[config.mk]
export PLATFORM = sky130hd
export DESIGN_NAME = axi_rd_arb_flat
export DESIGN_NICKNAME = d
export VERILOG_FILES = /design/src/rtl/axi_rd_arb_pkg.sv /design/src/rtl/axi_rd_arb_if.sv /design/src/rtl/axi_rd_arb_rr_pick.sv /design/src/rtl/axi_rd_arb.sv /design/src/flat_wrapper.sv
export SDC_FILE = /design/constraint.sdc
export NUM_CORES = 1
export LEC_CHECK = 0
export ABC_AREA = 1
export CORE_MARGIN = 2
export CORE_UTILIZATION = 54
export CTS_BUF_LIST = sky130_fd_sc_hd__clkbuf_8
export CTS_CLUSTER_SIZE = 40
export DETAILED_ROUTE_END_ITERATION = 6
export DONT_BUFFER_PORTS = 1
export PLACE_DENSITY = 0.72
export REMOVE_ABC_BUFFERS = 1
export SLEW_MARGIN = 30
export SYNTH_ARGS = -nofsm -noshare
export SYNTH_HDL_FRONTEND = slang
export SYNTH_SLANG_ARGS = --single-unit
[constraint.sdc]
create_clock -name clock -period 1.4 [get_ports clock]
set_input_delay 0.28 -clock clock [delete_from_list [all_inputs] [get_ports clock]]
set_output_delay 0.28 -clock clock [all_outputs]
set_load 0.05 [all_outputs]
[src/rtl/axi_rd_arb_pkg.sv]
// Shared definitions for the AXI read arbiter: FSM state encoding, helper
// status codes (match the AXI helper defines) and a small status decode helper.
package axi_rd_arb_pkg;

  typedef enum logic [1:0] {
    ST_IDLE  = 2'd0,
    ST_ISSUE = 2'd1,
    ST_WAIT  = 2'd2,
    ST_DONE  = 2'd3
  } arb_state_t;

  localparam logic [1:0] RD_STATUS_READY = 2'd0;
  localparam logic [1:0] RD_STATUS_WAIT  = 2'd1;
  localparam logic [1:0] RD_STATUS_OK    = 2'd2;
  localparam logic [1:0] RD_STATUS_ERR   = 2'd3;

  localparam int BURST_LEN_WIDTH = 4;

  // True when the helper reports a finished transaction (ok or error).
  function automatic logic status_final(input logic [1:0] status);
    return (status == RD_STATUS_OK) || (status == RD_STATUS_ERR);
  endfunction

endpackage

[src/rtl/axi_rd_arb_if.sv]
// Bus between the read arbiter (master) and the AXI read helper (slave).
interface axi_rd_arb_if #(
  parameter int ID_WIDTH      = 8,
  parameter int ADDR_WIDTH    = 32,
  parameter int BUS_WIDTH     = 32,
  parameter int MAX_BURST_LEN = 1
);
  logic                               rd_enable;
  logic [ID_WIDTH-1:0]                rd_id;
  logic [ADDR_WIDTH-1:0]              rd_addr;
  logic [3:0]                         rd_burst_len;
  logic [2:0]                         rd_burst_size;
  logic [MAX_BURST_LEN*BUS_WIDTH-1:0] rd_data;
  logic [1:0]                         rd_status;

  modport master (
    output rd_enable, rd_id, rd_addr, rd_burst_len, rd_burst_size,
    input  rd_data, rd_status
  );

  modport slave (
    input  rd_enable, rd_id, rd_addr, rd_burst_len, rd_burst_size,
    output rd_data, rd_status
  );
endinterface

[src/rtl/axi_rd_arb_rr_pick.sv]
// Round-robin winner selection: search starts one past last_owner and wraps.
// Purely combinational; the caller registers the result.
module rr_pick #(
  parameter int NUM_REQ = 2,
  parameter int IDX_W   = $clog2(NUM_REQ)
) (
  input  logic [NUM_REQ-1:0] req_vec,
  input  logic [IDX_W-1:0]   last_owner,
  output logic [NUM_REQ-1:0] pick_onehot,
  output logic [IDX_W-1:0]   pick_idx,
  output logic               pick_valid
);

  int               sum_s;
  int               cand_int_s;
  logic [IDX_W-1:0] cand_s;

  // Scan from farthest to nearest candidate so the nearest requester wins last.
  always_comb begin
    sum_s      = 0;
    cand_int_s = 0;
    cand_s     = '0;
    pick_idx   = '0;
    pick_valid = 1'b0;
    for (int i = NUM_REQ; i >= 1; i--) begin
      sum_s      = int'(last_owner) + i;
      cand_int_s = (sum_s >= NUM_REQ) ? (sum_s - NUM_REQ) : sum_s;
      cand_s     = IDX_W'(cand_int_s);
      pick_idx   = req_vec[cand_s] ? cand_s : pick_idx;
      pick_valid = req_vec[cand_s] | pick_valid;
    end
    pick_onehot = pick_valid ? (NUM_REQ'(1) << pick_idx) : '0;
  end

endmodule

[src/rtl/axi_rd_arb.sv]
// AXI read arbiter: shares one AXI read helper among NUM_REQ requesters,
// one transaction outstanding at a time (IDLE -> ISSUE -> WAIT -> DONE).
// Optional macro AXI_RD_ARB_PRIORITY_EN: requester 0 always wins in IDLE,
// the remaining requesters round-robin among themselves.
module axi_rd_arb
  import axi_rd_arb_pkg::*;
#(
  parameter int NUM_REQ              = 2,
  parameter int AXI_RD_ID_WIDTH      = 8,
  parameter int AXI_RD_ADDR_WIDTH    = 32,
  parameter int AXI_RD_BUS_WIDTH     = 32,
  parameter int AXI_RD_MAX_BURST_LEN = 1,
  parameter int BASE_ID              = 0
) (
  input  logic                                         clock,
  input  logic                                         reset_n,
  input  logic [NUM_REQ-1:0]                           req,
  input  logic [NUM_REQ*AXI_RD_ADDR_WIDTH-1:0]         req_addr,
  input  logic [NUM_REQ*BURST_LEN_WIDTH-1:0]           req_burst_len,
  output logic [NUM_REQ-1:0]                           grant,
  output logic [NUM_REQ-1:0]                           done,
  output logic                                         err,
  output logic [AXI_RD_MAX_BURST_LEN*AXI_RD_BUS_WIDTH-1:0] resp_data,
  axi_rd_arb_if.master                                 rd_bus
);

  localparam int IDX_W = $clog2(NUM_REQ);
  localparam int DATA_W = AXI_RD_MAX_BURST_LEN * AXI_RD_BUS_WIDTH;
  localparam logic [2:0] BURST_SIZE = 3'($clog2(AXI_RD_BUS_WIDTH / 8));

  arb_state_t                  state_r, state_s;
  logic [NUM_REQ-1:0]          grant_r, grant_s;
  logic [NUM_REQ-1:0]          done_r, done_s;
  logic                        err_r, err_s;
  logic [DATA_W-1:0]           resp_data_r, resp_data_s;
  logic                        rd_enable_r, rd_enable_s;
  logic [AXI_RD_ID_WIDTH-1:0]  rd_id_r, rd_id_s;
  logic [AXI_RD_ADDR_WIDTH-1:0] rd_addr_r, rd_addr_s;
  logic [BURST_LEN_WIDTH-1:0]  rd_len_r, rd_len_s;
  logic [IDX_W-1:0]            last_owner_r, last_owner_s;

  logic [NUM_REQ-1:0]          pick_req_s;
  logic [NUM_REQ-1:0]          rr_onehot_s;
  logic [IDX_W-1:0]            rr_idx_s;
  logic                        rr_valid_s;
  logic [NUM_REQ-1:0]          win_onehot_s;
  logic [IDX_W-1:0]            win_idx_s;
  logic                        win_valid_s;
  logic [AXI_RD_ADDR_WIDTH-1:0] sel_addr_s;
  logic [BURST_LEN_WIDTH-1:0]  sel_len_s;

`ifdef AXI_RD_ARB_PRIORITY_EN
  assign pick_req_s = {req[NUM_REQ-1:1], 1'b0};
`else
  assign pick_req_s = req;
`endif

  rr_pick #(.NUM_REQ(NUM_REQ), .IDX_W(IDX_W)) u_rr_pick (
    .req_vec     (pick_req_s),
    .last_owner  (last_owner_r),
    .pick_onehot (rr_onehot_s),
    .pick_idx    (rr_idx_s),
    .pick_valid  (rr_valid_s)
  );

  // Final winner: requester 0 overrides round-robin when priority is built in.
  always_comb begin
    win_onehot_s = rr_onehot_s;
    win_idx_s    = rr_idx_s;
    win_valid_s  = rr_valid_s;
`ifdef AXI_RD_ARB_PRIORITY_EN
    if (req[0]) begin
      win_onehot_s = NUM_REQ'(1);
      win_idx_s    = '0;
      win_valid_s  = 1'b1;
    end else begin
      win_onehot_s = rr_onehot_s;
      win_idx_s    = rr_idx_s;
      win_valid_s  = rr_valid_s;
    end
`endif
  end

  // AND-OR mux of the winner's address and burst length slices.
  always_comb begin
    sel_addr_s = '0;
    sel_len_s  = '0;
    for (int k = 0; k < NUM_REQ; k++) begin
      sel_addr_s = sel_addr_s |
        (req_addr[k*AXI_RD_ADDR_WIDTH +: AXI_RD_ADDR_WIDTH] & {AXI_RD_ADDR_WIDTH{win_onehot_s[k]}});
      sel_len_s  = sel_len_s |
        (req_burst_len[k*BURST_LEN_WIDTH +: BURST_LEN_WIDTH] & {BURST_LEN_WIDTH{win_onehot_s[k]}});
    end
  end

  // Next-state and next-output logic for the transaction FSM.
  always_comb begin
    state_s      = state_r;
    grant_s      = grant_r;
    done_s       = '0;
    err_s        = err_r;
    resp_data_s  = resp_data_r;
    rd_enable_s  = 1'b0;
    rd_id_s      = rd_id_r;
    rd_addr_s    = rd_addr_r;
    rd_len_s     = rd_len_r;
    last_owner_s = last_owner_r;
    case (state_r)
      ST_IDLE: begin
        if (win_valid_s && (rd_bus.rd_status == RD_STATUS_READY)) begin
          grant_s      = win_onehot_s;
          rd_id_s      = AXI_RD_ID_WIDTH'(BASE_ID) + AXI_RD_ID_WIDTH'(win_idx_s);
          rd_addr_s    = sel_addr_s;
          rd_len_s     = sel_len_s;
          rd_enable_s  = 1'b1;
          last_owner_s = win_idx_s;
          state_s      = ST_ISSUE;
        end else begin
          grant_s = '0;
          state_s = ST_IDLE;
        end
      end
      ST_ISSUE: begin
        state_s = ST_WAIT;
      end
      ST_WAIT: begin
        if (status_final(rd_bus.rd_status)) begin
          resp_data_s = rd_bus.rd_data;
          err_s       = (rd_bus.rd_status == RD_STATUS_ERR);
          done_s      = grant_r;
          state_s     = ST_DONE;
        end else begin
          state_s = ST_WAIT;
        end
      end
      ST_DONE: begin
        grant_s = '0;
        state_s = ST_IDLE;
      end
      default: begin
        grant_s = '0;
        state_s = ST_IDLE;
      end
    endcase
  end

  // State and output registers; reset abandons any transaction in flight.
  always_ff @(posedge clock or negedge reset_n) begin
    if (!reset_n) begin
      state_r      <= ST_IDLE;
      grant_r      <= '0;
      done_r       <= '0;
      err_r        <= 1'b0;
      resp_data_r  <= '0;
      rd_enable_r  <= 1'b0;
      rd_id_r      <= '0;
      rd_addr_r    <= '0;
      rd_len_r     <= '0;
      last_owner_r <= IDX_W'(NUM_REQ - 1);
    end else begin
      state_r      <= state_s;
      grant_r      <= grant_s;
      done_r       <= done_s;
      err_r        <= err_s;
      resp_data_r  <= resp_data_s;
      rd_enable_r  <= rd_enable_s;
      rd_id_r      <= rd_id_s;
      rd_addr_r    <= rd_addr_s;
      rd_len_r     <= rd_len_s;
      last_owner_r <= last_owner_s;
    end
  end

  assign grant                = grant_r;
  assign done                 = done_r;
  assign err                  = err_r;
  assign resp_data            = resp_data_r;
  assign rd_bus.rd_enable     = rd_enable_r;
  assign rd_bus.rd_id         = rd_id_r;
  assign rd_bus.rd_addr       = rd_addr_r;
  assign rd_bus.rd_burst_len  = rd_len_r;
  assign rd_bus.rd_burst_size = BURST_SIZE;

endmodule

[src/flat_wrapper.sv]
// flat-port wrapper written by rule: the top's interface ports become plain ports
module axi_rd_arb_flat import axi_rd_arb_pkg::*;
#(
  parameter int NUM_REQ              = 2,
  parameter int AXI_RD_ID_WIDTH      = 8,
  parameter int AXI_RD_ADDR_WIDTH    = 32,
  parameter int AXI_RD_BUS_WIDTH     = 32,
  parameter int AXI_RD_MAX_BURST_LEN = 1,
  parameter int BASE_ID              = 0
)
  (clock, reset_n, req, req_addr, req_burst_len, grant, done, err, resp_data, rd_bus_rd_enable, rd_bus_rd_id, rd_bus_rd_addr, rd_bus_rd_burst_len, rd_bus_rd_burst_size, rd_bus_rd_data, rd_bus_rd_status);
  axi_rd_arb_if #(.ID_WIDTH(8), .ADDR_WIDTH(32), .BUS_WIDTH(32), .MAX_BURST_LEN(1)) rd_bus_i ();
  input  logic clock;
  input  logic reset_n;
  input  logic [NUM_REQ-1:0] req;
  input  logic [NUM_REQ*AXI_RD_ADDR_WIDTH-1:0] req_addr;
  input  logic [NUM_REQ*BURST_LEN_WIDTH-1:0] req_burst_len;
  output logic [NUM_REQ-1:0] grant;
  output logic [NUM_REQ-1:0] done;
  output logic err;
  output logic [AXI_RD_MAX_BURST_LEN*AXI_RD_BUS_WIDTH-1:0] resp_data;
  output wire logic [$bits(rd_bus_i.rd_enable)-1:0] rd_bus_rd_enable;
  output wire logic [$bits(rd_bus_i.rd_id)-1:0] rd_bus_rd_id;
  output wire logic [$bits(rd_bus_i.rd_addr)-1:0] rd_bus_rd_addr;
  output wire logic [$bits(rd_bus_i.rd_burst_len)-1:0] rd_bus_rd_burst_len;
  output wire logic [$bits(rd_bus_i.rd_burst_size)-1:0] rd_bus_rd_burst_size;
  input wire logic [$bits(rd_bus_i.rd_data)-1:0] rd_bus_rd_data;
  input wire logic [$bits(rd_bus_i.rd_status)-1:0] rd_bus_rd_status;
  assign rd_bus_rd_enable = rd_bus_i.rd_enable;
  assign rd_bus_rd_id = rd_bus_i.rd_id;
  assign rd_bus_rd_addr = rd_bus_i.rd_addr;
  assign rd_bus_rd_burst_len = rd_bus_i.rd_burst_len;
  assign rd_bus_rd_burst_size = rd_bus_i.rd_burst_size;
  assign rd_bus_i.rd_data = rd_bus_rd_data;
  assign rd_bus_i.rd_status = rd_bus_rd_status;
  axi_rd_arb #(.NUM_REQ(NUM_REQ), .AXI_RD_ID_WIDTH(AXI_RD_ID_WIDTH), .AXI_RD_ADDR_WIDTH(AXI_RD_ADDR_WIDTH), .AXI_RD_BUS_WIDTH(AXI_RD_BUS_WIDTH), .AXI_RD_MAX_BURST_LEN(AXI_RD_MAX_BURST_LEN), .BASE_ID(BASE_ID)) u_core (.clock(clock), .reset_n(reset_n), .req(req), .req_addr(req_addr), .req_burst_len(req_burst_len), .grant(grant), .done(done), .err(err), .resp_data(resp_data), .rd_bus(rd_bus_i));
endmodule
Word level (Yosys, flattened, before mapping)

Cells that the tools add are included.

Flip-flop bits (word level): 78
Bits in latches: 0
Bits in writable memories: 0
Memory bits (read-only): 0
Output and inout bits: 85
Logic and storage cells: 56
Memories: 0

$add $sub $neg: 4
$mul: 0
Div/mod/pow operators: 0
$lt $le $gt $ge: 4
Equality and inequality tests: 5
Shift operators: 1
Mux-type cells: 18
Bitwise operators: 7
Reduce and logical (&&, ||, !) cells: 7

Operators by type and width:

| kind                  | number |
|---|---|
| $and A32 B32 Y32      | 2 |
| $or A32 B32 Y32       | 1 |
| $mux W1               | 12 |
| $and A4 B4 Y4         | 2 |
| $eq A2 B2 Y1 const B  | 4 |
| $mux W2               | 4 |
| $pmux W2 S4           | 1 |
| $logic_not A2 Y1      | 2 |
| $lt A1 B2 Y1 const B  | 2 |
| $or A4 B4 Y4          | 1 |
| $pmux W2 S2           | 1 |
| $reduce_and A2 Y1     | 2 |
| $add A1 B2 Y3 const B | 1 |
| $ge A3 B2 Y1 const B  | 1 |
| $add A1 B1 Y2 const B | 1 |
| $eq A2 B1 Y1 const B  | 1 |
| $ge A2 B2 Y1 const B  | 1 |
| $reduce_bool A2 Y1    | 1 |
| $shl A1 B1 Y2 const A | 1 |
| $sub A1 B1 Y1 const B | 2 |
| $logic_and A1 B1 Y1   | 1 |
| $logic_or A1 B1 Y1    | 1 |
| $or A1 B1 Y1          | 1 |

Longest topological paths before layout

Gate-level depths: netlist (run 1).

Depth in word-level cells: 11
Mapped depth: 9

Modules after synthesis

From an unflattened synthesis (run 1), not the netlist that was laid out.

Cells, all modules: 471
Area total of the unflattened synthesis: 3657.3 um^2

Modules (own cells, without submodules):

| module     | times used | cells an instance | area each (um^2) |
|---|---|---|---|
| axi_rd_arb | 1          | 464               | 3627.2 |
| rr_pick    | 1          | 7                 | 30.0 |

Worst setup path before layout (run 1)

Ideal clock, no wire load.

Kind: reg2reg
From: register u_core.state_r[0]
To: register u_core.resp_data_r[10], in the netlist u_core.resp_data[10]
Library setup time: 0.125 ns
Arrival time: 1.295 ns
Data required time: 1.275 ns
Path slack: -0.019 ns
Stages on the path, launching flop included: 6
Period minus slack after synthesis: 1.419 ns
Cells stage by stage: dfrtp_1 > inv_1 > ha_1 > nand2_2 > buf_2 > mux2_2

Word-level cells in the longest chain between the ends: 2

RTL lines:

| item                               | RTL line          | text |
|---|---|---|
| from (decl)                        | axi_rd_arb.sv:31  | `arb_state_t state_r, state_s;` |
| from (signal assigned)             | axi_rd_arb.sv:161 | `state_r <= state_s;` |
| $eq A2 B2 Y1                       | axi_rd_arb.sv:108 | `case (state_r)` |
| $reduce_and A2 Y1 (no source line) | n/a               |  |
| to (signal assigned)               | axi_rd_arb.sv:165 | `resp_data_r <= resp_data_s;` |
| to (decl)                          | axi_rd_arb.sv:35  | `logic [DATA_W-1:0] resp_data_r, resp_data_s;` |

Every way passes these cells.
A chain may end at the register's enable or synchronous reset.

Worst setup path after layout (run 1)

From: register u_core.state_r[0]
To: register u_core.resp_data_r[30], in the netlist u_core.resp_data[30]

Same word-level chain as after synthesis.

==> results by group, run 1 <==
Critical path
  – Crit start category: flip-flop
  – Critical Path End Type: flip-flop
  – Crit path arrival time: 1.60 ns
  – Slowest CP cell: dfrtp_1
  – Worst path cell trace: inv_2 -> ha_2 -> nand2_4 -> clkbuf_16 -> mux2_2
  – Crit-path max FO: 9
  – Crit path required time: around 1.6 ns
  – Worst reg-to-reg path cell count: 5
  – Flop2flop setup slack: 0.03 ns
  – Worst R2R End: u_core.resp_data[30]
  – Worst setup endpoint: u_core.resp_data[30]
  – Largest stage delay, worst path: between 0.3 and 0.4 ns
  – Crit Path Category: flip-flop to flip-flop
  – Critical path startpoint: u_core.state_r[0]
  – Reg2reg start: u_core.state_r[0]

Finish
  – Most frequent cells in the layout: nand2_1 (155), dfrtp_1 (77), nand3_1 (73), mux2_2 (33), conb_1 (10)
  – Fill count: 593
  – Layout cells sized above 1: 0.179
  – FF/Latch Area: 1950 µm²
  – Design Area, Final: 3980 µm²
  – Commonest non-fill, non-tap cell in the layout: nand2_1
  – Diodes inserted: 0
  – P&R area growth vs syn: 7.91%
  – Area of the multi-input gates: 1480 µm²
  – Final nets: roughly 510

Timing
  – Final setup violation count: 0
  – Minimum hold slack: -0.365 ns
  – RSZ-0062 raised after global routing: yes
  – Tcrit/Tclk final: 0.979
  – Endpoints failing hold: 78
  – Max-slew headroom: 0.653
  – Least-Margin Pin Slew: 0.521 ns
  – Max Clock Freq: 729 MHz
  – Fin crit period: approximately 1.4 ns
  – Total Neg Setup Slack: 0 ns
  – Setup Skew: 0.00604 ns
  – Final setup margin: 0.0290 ns
  – Max Slew Vio Count: 0

Detailed routing
  – Drt pass-1 iters: 4
  – Number of vias per cell: approximately 5.6
  – Routed WL: 8080 µm
  – Routed via count: 2,688
  – Antenna Violating Nets Remaining: 0
  – Initial DRC count: 87
  – WL/cell: 16.8 µm
  – DRC viols: 0

Clock network
  – Clock buffer depth: 2
  – CTS Buf Count: 9
  – Clk sinks: between 70 and 80
  – CTS tree: built
  – Clock latency on the worst-skew pair: 0.34 ns
  – CTS HTree Levels: 3
  – CTS root buffer: clkbuf_8
  – Reg clk slew, reported paths: 0.08 ns

Floorplanning
  – Initial core utilization: 0.551
  – Die Area: 7500 µm²
  – Core box area: 6680 µm²
  – Num rows: 30
  – Top-level I/O count: about 200
  – Die Y: just under 90 µm
  – Die span in x: 86.6 µm

Power and ir drop
  – Net Sw Frac: 0.538
  – Part of the power in registers: 0.651
  – Clock power frac: 0.152
  – Combinational power share: 0.197
  – Total power: 11.7 mW
  – PD cells: 2950 nW/µm²
  – Net Switching: 6.30 mW
  – Int Power: 5.42 mW
  – Max VDD drop: 1.51 mV
  – Leakage: around 2.1 nW

Global route
  – GRT Total Usage: 0.219
  – Largest net degree at the start of global routing: roughly 80
  – Vias in the first global route: 2,649
  – First-pass GRT wire length: 12,700 µm
  – Initial antenna violation count: 0
  – GRT Residual Overflow: 0

Yosys
  – Synthesized area: 3680 µm²
  – Syn. warnings: 0
  – Avg Cell Area, Syn: 9.17 µm²
  – Gate Count Post-Synth: 402
  – Post-synth cell types: 20
  – Number of synthesized register bits: 78
  – Seq/Total Area, Yosys: 0.530

Flow run
  – Max Cap Violations: 0

Place
  – Final GP Congestion: 0.759
  – Placed instance area: approximately 3700 µm²
  – Pre-CTS setup slack: -0.109 ns
  – DP HPWL: ~5400 µm
  – I/O Buffers: 0

Status
  – Outcome: complete, but fails checks
  – Failing checks: negative hold slack

Worst hold path
  – Hold crit path type: primary input to async pin
==> through the flow <==
step / cells / util
final: 482 / 0.595
after global routing: 482 / 0.595
after CTS: 479 / 0.585
after detailed placement: 463 / 0.547
after global placement: 463 / 0.547
after floorplan: 374 / -
==> power by group through the flow <==
stage	logic (mW)	registers (mW)	clock network, mW
floorplan	1.63	7.43	0
global placement	1.98	7.67	0
detailed placement	2.08	7.69	0
CTS	2.19	7.64	1.84
global route	2.64	7.74	1.92
finish	2.31	7.63	1.78
==> cell usage after synthesis, drive strengths merged <==
master | instances | share of area
clkbuf | 2 | 0.0020
buf | 34 | 0.067
dfstp | 1 | 0.0071
mux2 | 33 | 0.10
nor2 | 5 | 0.0078
dfrtp | 77 | 0.52
o21ai | 1 | 0.0014
nand4 | 1 | 0.0017
inv | 10 | 0.010
nand2 | 159 | 0.16
nand3 | 73 | 0.099
conb | 2 | 0.0020
ha | 4 | 0.014
==> worst min path at each step <==
stage,to,slack (ns),startpoint,cells past startpoint
floorplan,u_core.done[0],-0.02,reset_n,0
global placement,u_core.rd_bus.rd_addr[0],-0.01,reset_n,0
detailed placement,u_core.rd_bus.rd_addr[0],-0.01,reset_n,0
CTS,u_core.rd_bus.rd_addr[24],-0.39,reset_n,0
global route,u_core.rd_bus.rd_id[0],-0.40,reset_n,0
finish,u_core.rd_bus.rd_addr[24],-0.37,reset_n,0
==> layout make-up <==
type | instances | share of cell area
flip-flops and latches | 78 | 0.491
multi-input cells | 286 | 0.372
repair buffers | 13 | 0.0478
clock buffers | 9 | 0.0312
well taps | 80 | 0.0252
clock inverters | 6 | 0.0220
inverters | 10 | 0.0107
==> metal layers <==
metal,global-route usage,part of all wire,vias up
met3,0.0590,0.071,19
met5,0,0,-
li1,-,-,1263
met4,0.115,0.026,0
met1,0.265,0.40,1294
met2,0.357,0.51,112
==> cell families (layout without fill, tap and decap cells) <==
group,count (synthesis),after routing,synth area share
mux,33,33,0.101
buf+inv,46,38,0.0795
fa+ha+maj,4,4,0.0136
flops,78,78,0.530
compound gates,1,1,0.00136
simple gates,238,238,0.273
other cells,2,10,0.00204
==> registers in the layout, indices dropped and copies added, names as in the netlist, 2 cells and up <==
| name | flops |
|---|---|
| u_core.resp_data | 32 |
| u_core.state_r | 2 |
| u_core.rd_bus.rd_addr | 32 |
| u_core.done | 2 |
| u_core.rd_bus.rd_burst_len | 4 |
| u_core.grant | 2 |
==> worst max-delay path, delay by kind of cell, from the launching register on <==
| kind | cells | cell delay (ns) |
|---|---|---|
| muxes | 1 | 0.33 |
| buffers and inverters | 2 | 0.23 |
| DFF | 1 | 0.37 |
| and+or+nand+nor | 1 | 0.13 |
| adders and majority gates | 1 | 0.19 |
==> repair_timing <==
item / 4_1_cts / 5_1_grt
hold endpoints to repair: 78 / 78
resized for setup: 6 / 4
buffers inserted: 0 / 1
setup endpoints to repair: 71 / 67
gates cloned: 1 / 2
pin swaps: 1 / 0
No activity file was read; power rests on OpenSTA's default activity.
==> inputs of run 2 (changes only) <==
--- a/config.mk
+++ b/config.mk
@@ -5,7 +5,8 @@
 export SDC_FILE = /design/constraint.sdc
 export NUM_CORES = 1
 export LEC_CHECK = 0
-export ABC_AREA = 1
+export ABC_AREA = 0
+export CORE_ASPECT_RATIO = 0.5
 export CORE_MARGIN = 2
 export CORE_UTILIZATION = 54
 export CTS_BUF_LIST = sky130_fd_sc_hd__clkbuf_8
==> run 2 against run 1 <==
The run ends with negative hold slack, negative setup slack left. Flip-flop and latch count stayed put. Synthesized cell count is 30% lower. First-iteration DRC count is 110% higher. Die area is 3.6% lower. Clock skew is 0.0042 ns higher. Non-clock buffer count is 46 higher. Maximum frequency is 7.0% lower. Cell count is 13% lower. Via count is 11% lower. Setup slack worse by 0.10 ns. Largest cell class unchanged. Routed wire length is 0.66% lower.
==> results by group, run 2 <==
Status
  – Outcome: complete, but fails checks
  – Failing checks: negative hold slack, negative setup slack

Power and ir drop
  – Max VDD drop: 1.79 mV
  – Clock power frac: 0.113
  – Part of the power in registers: 0.459
  – PD cells: 3110 nW/µm²
  – Int Power: 6.26 mW
  – Net Sw Frac: 0.517
  – Leakage: 1.89 nW
  – Combinational power share: 0.428
  – Total power: 13.0 mW
  – Net Switching: 6.71 mW

Detailed routing
  – Antenna Violating Nets Remaining: 0
  – Initial DRC count: 185
  – Routed via count: roughly 2,400
  – Routed WL: 8030 µm
  – Drt pass-1 iters: 4
  – DRC viols: 0
  – Number of vias per cell: 5.71
  – WL/cell: 19.2 µm

Worst hold path
  – Hold crit path type: primary input to async pin

Timing
  – RSZ-0062 raised after global routing: yes
  – Max-slew headroom: 0.663
  – Max Clock Freq: just under 700 MHz
  – Total Neg Setup Slack: -1.53 ns
  – Least-Margin Pin Slew: 0.506 ns
  – Final setup violation count: 42
  – Max Slew Vio Count: 0
  – Final setup margin: -0.0744 ns
  – Setup Skew: between 0.01 and 0.015 ns
  – Endpoints failing hold: 78
  – Tcrit/Tclk final: 1.05
  – Minimum hold slack: -0.371 ns
  – Fin crit period: around 1.5 ns

Clock network
  – Clock buffer depth: 2
  – CTS root buffer: clkbuf_8
  – CTS HTree Levels: 3
  – Clock latency on the worst-skew pair: 0.34 ns
  – CTS Buf Count: 9
  – Clk sinks: 78
  – Reg clk slew, reported paths: 0.08 ns
  – CTS tree: built

Global route
  – Largest net degree at the start of global routing: 79
  – M2 GR Usage: 0.355
  – Met3 usage: 0.0685
  – GR peak layer: met2
  – GRT Total Usage: 0.215
  – Met1 usage: 0.275
  – Vias in the first global route: ~2,400
  – GRT Residual Overflow: 0
  – Initial antenna violation count: 0
  – First-pass GRT wire length: between 10,000 and 15,000 µm

Yosys
  – Share of the synthesized area in the top cell type: 0.547
  – Count leader, synth: dfrtp_1
  – List of most frequent post-synthesis cells: dfrtp_1 (77), nand2_1 (39), a221o_1 (36)
  – Simple-gate area share of the yosys netlist: 0.117
  – Number of synthesized register bits: between 70 and 80
  – Main combinational cell family by area after synthesis: compound AO/OA/AOI/OAI gates
  – Synthesized area: between 3000 and 4000 µm²
  – Mux contribution to synthesized area: 0.108
  – Area contributors post-synth: dfrtp_1 (55%), mux2_2 (11%), a221o_1 (10%)
  – Primary FF master, synth: dfrtp_1
  – Gate Count Post-Synth: 281
  – Avg Cell Area, Syn: 12.5 µm²
  – Post-synth cell types: 27
  – Post-Synth Adder-Cell Area: 0.0142
  – Seq/Total Area, Yosys: 0.554
  – Cell taking the most area after synthesis: dfrtp_1
  – Syn. warnings: 0
  – Synth Area in Compound Gates: 0.126
  – XOR/XNOR share of the synthesized area: 0
  – Number of flops mapped to enable cells by yosys: 0
  – Share of flip-flops with an asynchronous set or reset: 1.00

Critical path
  – Worst reg-to-reg path cell count: 5
  – Crit path arrival time: 1.70 ns
  – Largest stage delay, worst path: 0.39 ns
  – Worst R2R End: u_core.rd_bus.rd_addr[7]
  – Crit Path Category: flip-flop to flip-flop
  – Crit start category: flip-flop
  – Crit-path max FO: 6
  – Crit path required time: 1.62 ns
  – Flop2flop setup slack: -0.07 ns
  – Critical Path End Type: flip-flop
  – Worst path cell trace: inv_2 -> ha_4 -> o211ai_4 -> buf_4 -> a221o_1
  – Reg2reg start: u_core.state_r[0]
  – Slowest CP cell: dfrtp_1

Finish
  – Most frequent cells in the layout: dfrtp_1 (77), buf_4 (46), nand2_1 (38), a221o_1 (36), mux2_2 (33)
  – Commonest non-fill, non-tap cell in the layout: dfrtp_1
  – Final nets: 440
  – Non-Filler Instances: between 400 and 500
  – Diodes inserted: 0
  – Design Area, Final: 4170 µm²
  – P&R area growth vs syn: 18.2%
  – Layout cells sized above 1: 0.387
  – Core Util, Final: 0.674

Floorplanning
  – Die Y: 61.1 µm
  – Top-level I/O count: 195
  – Die span in x: 118 µm
  – Initial core utilization: 0.570
  – Core box area: 6180 µm²
  – Num rows: 20
  – Die Area: 7230 µm²

Place
  – Placed instance area: around 3800 µm²
  – Placed cell count: 393
  – Final GP Congestion: roughly 0.76
  – DP HPWL: 5470 µm
  – I/O Buffers: 0
  – Pre-CTS setup slack: -0.167 ns

Flow run
  – Max Cap Violations: 0
run 2: cell types whose count changed after synthesis, moves of 2 or more:
cell      before  now
nand2_1      156   39
and3_1         0    2
buf_2         12    5
nor3_1         0   26
buf_8          0    3
a221o_1        0   36
inv_1          8    4
clkbuf_1       2    6
a21o_1         0    2
nor2_1         3    0
nand3_1       73    0
nand2_2        3    0
nor3_2         0   11
run 2: cell type report:
class	instances	area, µm²
timing repair buffer	59	547
sequential	78	1950
tap	88	110
multi-input combinational	173	1360
clock inverter	6	38.8
fill	438	2020
inverter	5	18.8
clock buffer	10	138
run 2: worst max path at each step:
stage | from | end | slack [ns] | cells past startpoint
after detailed placement | u_core.state_r[0] | u_core.rd_bus.rd_addr[0] | -0.17 | 5
after floorplan | u_core.state_r[0] | u_core.rd_bus.rd_addr[0] | -1.12 | 4
after global routing | u_core.state_r[1] | u_core.rd_bus.rd_addr[19] | -0.13 | 5
after global placement | u_core.state_r[0] | u_core.rd_bus.rd_addr[15] | -0.09 | 5
final | u_core.state_r[0] | u_core.rd_bus.rd_addr[7] | -0.07 | 5
after CTS | u_core.state_r[1] | u_core.rd_bus.rd_burst_len[2] | -0.07 | 5
run 2: kinds of logic after synthesis:
| logic type | after synthesis |
|---|---|
| buf+inv | 38 |
| simple gates | 80 |
| other cells | 2 |
| mux | 34 |
| fa+ha+maj | 4 |
| compound gates | 45 |
| flops | 78 |
run 2: critical path, delay by kind of cell (launching register included):
kind | cells | cell delay (ns)
compound gates | 2 | 0.50
fa+ha+maj | 1 | 0.17
buf+inv | 2 | 0.30
flops | 1 | 0.39
run 2: what timing repair did:
item                                   in CTS  in global routing
setup endpoints to repair                  71                 71
resized for setup                          17                  5
gates cloned                                3                  2
pin swaps                                   1                  7
endpoints found under the hold margin      78                 78
setup buffers                               3                  2
run 2: metal layers:
layer | vias to the layer above | wire (µm)
met4 | 0 | 144
met1 | 1143 | 3230
met3 | 16 | 658
met5 | - | 0
met2 | 135 | 3990
li1 | 1099 | -
run 2: power groups by stage:
stage	clock (mW)	sequential [mW]	combinational, mW
2_1_floorplan	0	7.69	1.89
3_3_place_gp	0	5.93	5.13
3_5_place_dp	0	5.97	5.27
4_1_cts	1.51	5.94	5.52
5_1_grt	1.62	6.09	5.86
6_report	1.47	5.95	5.55
